==> src/rtl/md_pkg.sv <==
// Shared encodings for the multiply/divide sequencer.
// Optional signed support is enabled with the SIGNED_MD_EN macro.
package md_pkg;

  localparam int DATA_W_DEF = 32;

  typedef enum logic [1:0] {
    MD_MULTU = 2'b00,
    MD_DIVU  = 2'b01,
    MD_MULT  = 2'b10,
    MD_DIV   = 2'b11
  } md_op_e;

  typedef enum logic [1:0] {
    S_IDLE = 2'b00,
    S_RUN  = 2'b01,
    S_FIX  = 2'b10,
    S_DONE = 2'b11
  } md_state_e;

endpackage

==> src/rtl/md_step.sv <==
// One iteration of shift-add multiply or restoring divide.
// Purely combinational; the sequencer registers the result.
module md_step
  import md_pkg::*;
#(
  parameter int DATA_W = DATA_W_DEF
) (
  input  logic [DATA_W-1:0] hi_i,
  input  logic [DATA_W-1:0] lo_i,
  input  logic [DATA_W-1:0] opnd_i,
  input  logic              div_i,
  output logic [DATA_W-1:0] hi_o,
  output logic [DATA_W-1:0] lo_o
);

  logic [DATA_W:0] addend;
  logic [DATA_W:0] sum;
  logic [DATA_W:0] trial;

  always_comb begin
    addend = lo_i[0] ? {1'b0, opnd_i} : '0;
    sum    = {1'b0, hi_i} + addend;
    // top bit of hi shifts into the trial so no partial remainder is lost
    trial  = {hi_i, lo_i[DATA_W-1]} - {1'b0, opnd_i};
    if (div_i) begin
      if (!trial[DATA_W]) begin
        hi_o = trial[DATA_W-1:0];
        lo_o = {lo_i[DATA_W-2:0], 1'b1};
      end else begin
        hi_o = {hi_i[DATA_W-2:0], lo_i[DATA_W-1]};
        lo_o = {lo_i[DATA_W-2:0], 1'b0};
      end
    end else begin
      hi_o = sum[DATA_W:1];
      lo_o = {sum[0], lo_i[DATA_W-1:1]};
    end
  end

endmodule

==> src/rtl/mult_div_ctrl.sv <==
// Multi-cycle MULT/DIV sequencer holding HI/LO until the next start.
// Define SIGNED_MD_EN to make ops MD_MULT/MD_DIV signed (adds a FIX cycle).
module mult_div_ctrl
  import md_pkg::*;
#(
  parameter int DATA_W = DATA_W_DEF
) (
  input  logic              clk_i,
  input  logic              rst_i,
  input  logic              start_i,
  input  logic [1:0]        op_i,
  input  logic [DATA_W-1:0] src1_i,
  input  logic [DATA_W-1:0] src2_i,
  output logic              busy_o,
  output logic              done_o,
  output logic              div0_o,
  output logic [DATA_W-1:0] hi_o,
  output logic [DATA_W-1:0] lo_o
);

  localparam int CNT_W = $clog2(DATA_W) + 1;
  localparam logic [CNT_W-1:0] LAST = CNT_W'(DATA_W - 1);

  md_state_e         state_q, state_d;
  logic [CNT_W-1:0]  cnt_q, cnt_d;
  logic [DATA_W-1:0] hi_q, hi_d;
  logic [DATA_W-1:0] lo_q, lo_d;
  logic [DATA_W-1:0] opnd_q, opnd_d;
  logic              div_q, div_d;
  logic              div0_q, div0_d;
  logic [DATA_W-1:0] step_hi, step_lo;
  logic [DATA_W-1:0] mag1, mag2;
  logic              op_div;

  assign op_div = op_i[0];

`ifdef SIGNED_MD_EN
  logic              sgn_q, sgn_d;
  logic              neg_lo_q, neg_lo_d;
  logic              neg_hi_q, neg_hi_d;
  logic              s1_neg, s2_neg;
  logic [2*DATA_W-1:0] prod_neg;

  assign s1_neg   = op_i[1] & src1_i[DATA_W-1];
  assign s2_neg   = op_i[1] & src2_i[DATA_W-1];
  assign mag1     = s1_neg ? -src1_i : src1_i;
  assign mag2     = s2_neg ? -src2_i : src2_i;
  assign prod_neg = -{hi_q, lo_q};
`else
  logic unused_op_sgn;

  assign unused_op_sgn = op_i[1];
  assign mag1          = src1_i;
  assign mag2          = src2_i;
`endif

  md_step #(.DATA_W(DATA_W)) u_step (
    .hi_i   (hi_q),
    .lo_i   (lo_q),
    .opnd_i (opnd_q),
    .div_i  (div_q),
    .hi_o   (step_hi),
    .lo_o   (step_lo)
  );

  always_comb begin
    state_d = state_q;
    cnt_d   = cnt_q;
    hi_d    = hi_q;
    lo_d    = lo_q;
    opnd_d  = opnd_q;
    div_d   = div_q;
    div0_d  = div0_q;
`ifdef SIGNED_MD_EN
    sgn_d    = sgn_q;
    neg_lo_d = neg_lo_q;
    neg_hi_d = neg_hi_q;
`endif
    case (state_q)
      S_IDLE, S_DONE: begin
        state_d = S_IDLE;
        if (start_i) begin
          cnt_d  = '0;
          div_d  = op_div;
          div0_d = 1'b0;
`ifdef SIGNED_MD_EN
          sgn_d    = op_i[1];
          neg_lo_d = s1_neg ^ s2_neg;
          neg_hi_d = op_div & s1_neg;
`endif
          if (op_div && (src2_i == '0)) begin
            state_d = S_DONE;
            hi_d    = src1_i;
            lo_d    = '1;
            div0_d  = 1'b1;
          end else begin
            state_d = S_RUN;
            hi_d    = '0;
            lo_d    = op_div ? mag1 : mag2;
            opnd_d  = op_div ? mag2 : mag1;
          end
        end
      end
      S_RUN: begin
        hi_d  = step_hi;
        lo_d  = step_lo;
        cnt_d = cnt_q + 1'b1;
        if (cnt_q == LAST) begin
`ifdef SIGNED_MD_EN
          state_d = sgn_q ? S_FIX : S_DONE;
`else
          state_d = S_DONE;
`endif
        end
      end
`ifdef SIGNED_MD_EN
      S_FIX: begin
        state_d = S_DONE;
        if (!div_q) begin
          if (neg_lo_q) {hi_d, lo_d} = prod_neg;
        end else begin
          if (neg_lo_q) lo_d = -lo_q;
          if (neg_hi_q) hi_d = -hi_q;
        end
      end
`endif
      default: state_d = S_IDLE;
    endcase
  end

  always_ff @(posedge clk_i or negedge rst_i) begin
    if (!rst_i) begin
      state_q <= S_IDLE;
      cnt_q   <= '0;
      hi_q    <= '0;
      lo_q    <= '0;
      opnd_q  <= '0;
      div_q   <= 1'b0;
      div0_q  <= 1'b0;
`ifdef SIGNED_MD_EN
      sgn_q    <= 1'b0;
      neg_lo_q <= 1'b0;
      neg_hi_q <= 1'b0;
`endif
    end else begin
      state_q <= state_d;
      cnt_q   <= cnt_d;
      hi_q    <= hi_d;
      lo_q    <= lo_d;
      opnd_q  <= opnd_d;
      div_q   <= div_d;
      div0_q  <= div0_d;
`ifdef SIGNED_MD_EN
      sgn_q    <= sgn_d;
      neg_lo_q <= neg_lo_d;
      neg_hi_q <= neg_hi_d;
`endif
    end
  end

  assign busy_o = (state_q == S_RUN) || (state_q == S_FIX);
  assign done_o = (state_q == S_DONE);
  assign div0_o = div0_q;
  assign hi_o   = hi_q;
  assign lo_o   = lo_q;

endmodule

==> config.mk <==
export PLATFORM = sky130hd
export DESIGN_NAME = mult_div_ctrl
export DESIGN_NICKNAME = d
export VERILOG_FILES = /design/src/rtl/md_pkg.sv /design/src/rtl/md_step.sv /design/src/rtl/mult_div_ctrl.sv
export SDC_FILE = /design/constraint.sdc
export NUM_CORES = 1
export LEC_CHECK = 0
export CAP_MARGIN = 0
export CELL_PAD_IN_SITES_DETAIL_PLACEMENT = 0
export CELL_PAD_IN_SITES_GLOBAL_PLACEMENT = 1
export CORE_ASPECT_RATIO = 1.5
export CORE_MARGIN = 2
export CORE_UTILIZATION = 38
export DETAILED_ROUTE_END_ITERATION = 8
export HOLD_SLACK_MARGIN = 0.05
export PLACE_DENSITY = 0.83
export SYNTH_ARGS = -nofsm -noshare
export SYNTH_HDL_FRONTEND = slang
export SYNTH_SLANG_ARGS = --single-unit
==> constraint.sdc <==
create_clock -name clk_i -period 3.11 [get_ports clk_i]
set_clock_uncertainty 0.05 [all_clocks]
set_input_delay 0.4665 -clock clk_i [delete_from_list [all_inputs] [get_ports clk_i]]
set_output_delay 0.4665 -clock clk_i [all_outputs]
set_load 0.01 [all_outputs]
# Word level (Yosys, flattened, before mapping)
# Index checks and enable logic that the tools add are counted.
word_totals:
  ff_bits: 106
  out_inout_bits: 67
  wordCells: 46
op_classes:
  addsub: 3
  eq_ne: 6
  mux: 20
  n_bitwise: 1
  reduce_logical: 9
op_table:
  columns: ["op", "n"]
  rows:
  - ["two-way mux 32 bit", 10]
  - ["case mux 32 bit (2 select lines)", 2]
  - ["adder 32 x 33 -> 33 bit", 1]
  - ["subtractor 33 x 32 -> 33 bit", 1]
  - ["logical NOT 32 bit", 1]
  - ["case mux 6 bit (2 select lines)", 1]
  - ["adder 6 x 1 -> 6 bit (second input constant)", 1]
  - ["equality test 6 x 5 -> 1 bit (second input constant)", 1]
  - ["two-way mux 2 bit", 3]
  - ["two-way mux 6 bit", 1]
  - ["equality test 2 bit (second input constant)", 2]
  - ["inequality test 2 bit (second input constant)", 2]
  - ["case mux 2 bit (2 select lines)", 1]
  - ["AND reduction 2 bit", 2]
  - ["AND reduction 3 bit", 1]
  - ["equality test 2 x 1 -> 1 bit (second input constant)", 1]
  - ["logical NOT 2 bit", 1]
  - ["two-way mux 1 bit", 2]
  - ["nonzero test 2 bit", 1]
  - ["OR reduction 2 bit", 1]
  - ["logical AND 1 bit", 1]
  - ["logical OR 1 bit", 1]
  - ["NOT 1 bit", 1]

# Depth between registers and ports, before layout
depth:
  depth_word: 5
  depth_mapped: 15
  depth_no_buf: 12

# Modules after synthesis
# From an unflattened synthesis, not the netlist that was laid out.
hier_totals:
  hier_cells: 1219
  area_unflattened_um2: 10403.7
modules_own_cells:
  columns: ["module", "n_inst", "cells_each", "area_per_inst_um2", "seq_area_each_um2"]
  rows:
  - ["mult_div_ctrl", 1, 528, 5686.7, 2652.5]
  - ["md_step", 1, 691, 4717.0, 0.0]

# Worst setup path before layout
# Ideal clock, no wire load.
synth_path:
  path_kind: "register to register"
  startpoint: "register lo_q[0], in the netlist lo_o[0]"
  endpoint: "register hi_q[28], in the netlist hi_o[28]"
  arrival_time_ns: 2.882
  required_time_ns: 2.978
  path_slack_ns: 0.096
  path_stages_with_launch: 13
  path_buffers: 1
  synth_period_minus_slack_ns: 3.014
  path_cell_list: "dfrtp_1 clkbuf_1 and2_1 ha_1 and3_1 nand3_1 a211o_1 o211ai_1 a31oi_1 or3b_1 a2111oi_0 a41oi_1 a31oi_1"
synth_via:
  elab_chain_len: 4
synth_lines:
  columns: ["item", "line_no", "rtl"]
  rows:
  - ["start, declared", "mult_div_ctrl.sv:27", "logic [DATA_W-1:0] lo_q, lo_d;"]
  - ["start signal, assigned", "mult_div_ctrl.sv:149", "lo_q <= lo_d;"]
  - ["two-way mux 32 bit", "md_step.sv:21", "addend = lo_i[0] ? {1'b0, opnd_i} : '0;"]
  - ["adder 32 x 33 -> 33 bit", "md_step.sv:22", "sum = {1'b0, hi_i} + addend;"]
  - ["two-way mux 32 bit", "md_step.sv:25", "if (div_i) begin"]
  - ["case mux 32 bit (2 select lines)", "mult_div_ctrl.sv:79", "case (state_q)"]
  - ["end signal, assigned", "mult_div_ctrl.sv:148", "hi_q <= hi_d;"]
  - ["end, declared", "mult_div_ctrl.sv:26", "logic [DATA_W-1:0] hi_q, hi_d;"]
# No other way between the ends.
# A chain may end at the register's enable or synchronous reset.

# Worst setup path in the final report
# Ends and elaborated chain as after synthesis.

==> results_dict.tcl <==
set metrics [dict create \
    grt_usage 0.252 \
    fmax_mhz 318 \
    slew_headroom 0.574 \
    yosysWarnings 0 \
    crit_path_top_delay_cell "dfrtp_2" \
    drtAntennaViolNets 0 \
    root_buffer "clkbuf_16" \
    worstSetupPathType "register to register" \
    fill_cells 2501 \
    drtIter0Drc 530 \
    final_cells 1841 \
    synth_top_area_frac 0.259 \
    hpwl_um 29100 \
    p_seq_frac 0.159 \
    synth_top_area_cell "dfrtp_1" \
    synth_ff_type "dfrtp_1" \
    period_needed_ns 3.14 \
    critPathRequiredTime_ns 3.34 \
    worst_slack_ns -0.0337 \
    synth-edff-count 0 \
    max_stage_delay_ns 0.47 \
    path_delay_family "compound AO/OA/AOI/OAI gates" \
    die_h_um 205 \
    end_kind "register" \
    via_count 10600 \
    switching_power_uw 8730 \
    setup_viol 2 \
    syn_nets 1390 \
    ios 136 \
    synth.area.top_cells "dfrtp_1 26%, mux2i_1 9.0%, ha_1 8.3%, a21oi_1 5.3%, o21ai_0 4.1%" \
    power.total_uw 18100 \
    grt_pass1_vias 10500 \
    synth_cell_types 73 \
    cts_tree "done" \
    violations "setup timing" \
    wl_per_cell_um 20.2 \
    crit_chain "buf_12 -> buf_4 -> and2_4 -> ha_4 -> nand4_1 -> a211o_1 -> o211ai_1 -> a31oi_2 -> or3b_4 -> a2111oi_4 -> a41oi_2 -> a31oi_1" \
    max_cap_viol_count 0 \
    ys_ff_latch 106 \
    area_growth_syn_to_layout_pct 37.0 \
    die-area_mm2 0.0283 \
    grt_pass1_wl_um 56800 \
    rows 73 \
    clock-sinks 106 \
    irDropWorstVdd_mv 0.563 \
    routed_wl_um 37100 \
    pwr-share-clk 0.072 \
    start_kind "register" \
    ctsHtreeMaxLevel 3 \
    coreArea_mm2 0.0265 \
    status "finished with violations" \
    placed_cells 1813 \
    clkSlewWorstSetupHoldPaths_ns 0.08 \
    min_path_type "input port to async pin" \
    worst-endpoint-arrival_ns 3.38 \
    path_buf_inv 2 \
    nets 1638 \
    tightestPinTransition_ns 0.639 \
    drc 0 \
    cp_max_fo 5 \
    sw_frac_of_total 0.482 \
    cellPowerDensity_mw_per_mm2 1290 \
    vias_per_cell 5.78 \
    final-hold-violation-count 0 \
    clk_latency_ns 0.36 \
    antenna_found_initial 0 \
    die_w_um 138 \
    ys_async_sr_fraction 1.00 \
    cts_made_buffers 9 \
    diodes 0 \
    rsz0062_at_grt "yes" \
    fin_crit_sh 1.01 \
    firstDrtPassIters 5 \
    netlist_instances 1251 \
    p_int_uw 9400 \
    combPwrFrac 0.769 \
    finalSetupTns_ns -0.0673 \
    initial_utilization 0.387 \
    final_util 0.530 \
    syn_area_mm2 0.0102 \
    layout-drive-gt1-share 0.204 \
    drv_slew 0 \
    io_buffers 134 \
    leakage_uw 0.00632 \
    pre_cts_slack_ns -0.194 \
    cts_max_path_buffers 2 \
    place_congestion 0.965 \
    avgSynthCellArea_um2 8.19 \
    overflow 0 \
    grt_max_degree 47 \
    cts-hold-fix-buffers 0 \
    yosysSeqAreaShare 0.259 \
]
==> stage by stage <==
stage,instance area (um2),hold slack (ns)
floorplan,10200,0.121
global placement,13000,0.435
detailed placement,13000,0.442
CTS,13600,0.0791
global route,14000,0.103
finish,14000,0.0622
==> layer usage <==
metal | routed length [um] | part of all wire | GRT usage | vias to the layer above
met3 | 1770 | 0.048 | 0.0283 | 76
met1 | 15600 | 0.42 | 0.317 | 5120
li1 | - | - | - | 5147
met4 | 1370 | 0.037 | 0.0958 | 0
met2 | 18400 | 0.50 | 0.444 | 302
met5 | 0 | 0 | 0 | -
==> synth_stat cells (6+ instances only) <==
cell      instances
o21ai_1           8
nor4_1            7
nor3_1           35
a21oi_1         109
xor2_1           25
or3_1             7
dfrtp_1         106
ha_1             68
a211o_1          17
a21o_1           43
nor2b_1          24
buf_2            10
clkbuf_1         55
nor2_1           62
nand2_1         107
nand3_1          24
o21bai_1          9
o211ai_1          9
and3_1           10
o21ai_0          83
mux2_2           15
mux2i_1          92
a211oi_1         43
a31oi_1          18
and2_1           38
a221o_1           7
a22oi_1           7
o21a_1            6
a221oi_1         22
nand4_1          14
inv_1            59
o31ai_1           7
xnor2_1          27
==> power by group through the flow <==
stage | clock [uW] | sequential, uW | combinational (uW)
finish | 1310 | 2880 | 13900
global route | 1390 | 2970 | 15100
CTS | 1330 | 2830 | 13300
detailed placement | 0 | 2830 | 12800
global placement | 0 | 2830 | 12600
floorplan | 0 | 2760 | 7970
==> worst paths after layout <==
check	startpoint	endpoint	slack, ns	cells past startpoint
min in group clk_i	opnd_q[31]	opnd_q[31]	0.46	2
min	rst_i	opnd_q[6]	0.06	1
max	lo_o[0]	hi_o[28]	-0.03	12
max reg2reg	lo_o[0]	hi_o[28]	-0.03	12
max in group asynchronous	rst_i	hi_o[4]	2.19	2
min reg2reg	opnd_q[31]	opnd_q[31]	0.46	2
==> cell type report <==
| class | instances | area, um2 | area share |
|---|---|---|---|
| multi-input combinational | 1011 | 7600 | 0.541 |
| timing repair buffer | 312 | 2810 | 0.200 |
| sequential | 106 | 2660 | 0.189 |
| tap | 337 | 422 | 0.0300 |
| clock buffer | 9 | 225 | 0.0160 |
| inverter | 59 | 221 | 0.0158 |
| clock inverter | 7 | 106 | 0.00757 |
==> registers in the layout, summed over array words and instances (netlist names) <==
name     flops
state_q      2
opnd_q      32
lo_o        32
div_q        1
div0_o       1
cnt_q        6
hi_o        32
==> cell usage in the layout (no fill, tap or decap), drive strengths merged, types with 10 or more instances in the layout <==
master	n
a211o	17
a211oi	43
a21o	43
a21oi	110
a221oi	22
a31oi	18
and2	38
and3	10
buf	179
clkbuf	10
clkdlybuf4s50	132
dfrtp	106
ha	68
inv	63
mux2	15
mux2i	92
nand2	107
nand3	24
nand4	14
nor2	63
nor2b	25
nor3	35
o211ai	10
o21ai	91
xnor2	27
xor2	25
==> kinds of logic after synthesis <==
family	after synthesis	share of synthesized area
compound gates	428	0.278
xor+xnor	52	0.0444
fa+ha+maj	70	0.0869
buf+inv	134	0.0535
flops	106	0.259
mux	107	0.106
simple gates	354	0.172
==> repair_timing <==
| item | 4_1_cts | 5_1_grt |
|---|---|---|
| endpoints found under the setup margin | 22 | 31 |
| setup buffers | 3 | 7 |
| pin swaps | 9 | 22 |
| gates resized for setup | 32 | 69 |
| gates cloned | 1 | 1 |
Note: power is estimated with default switching activity, not from simulation.
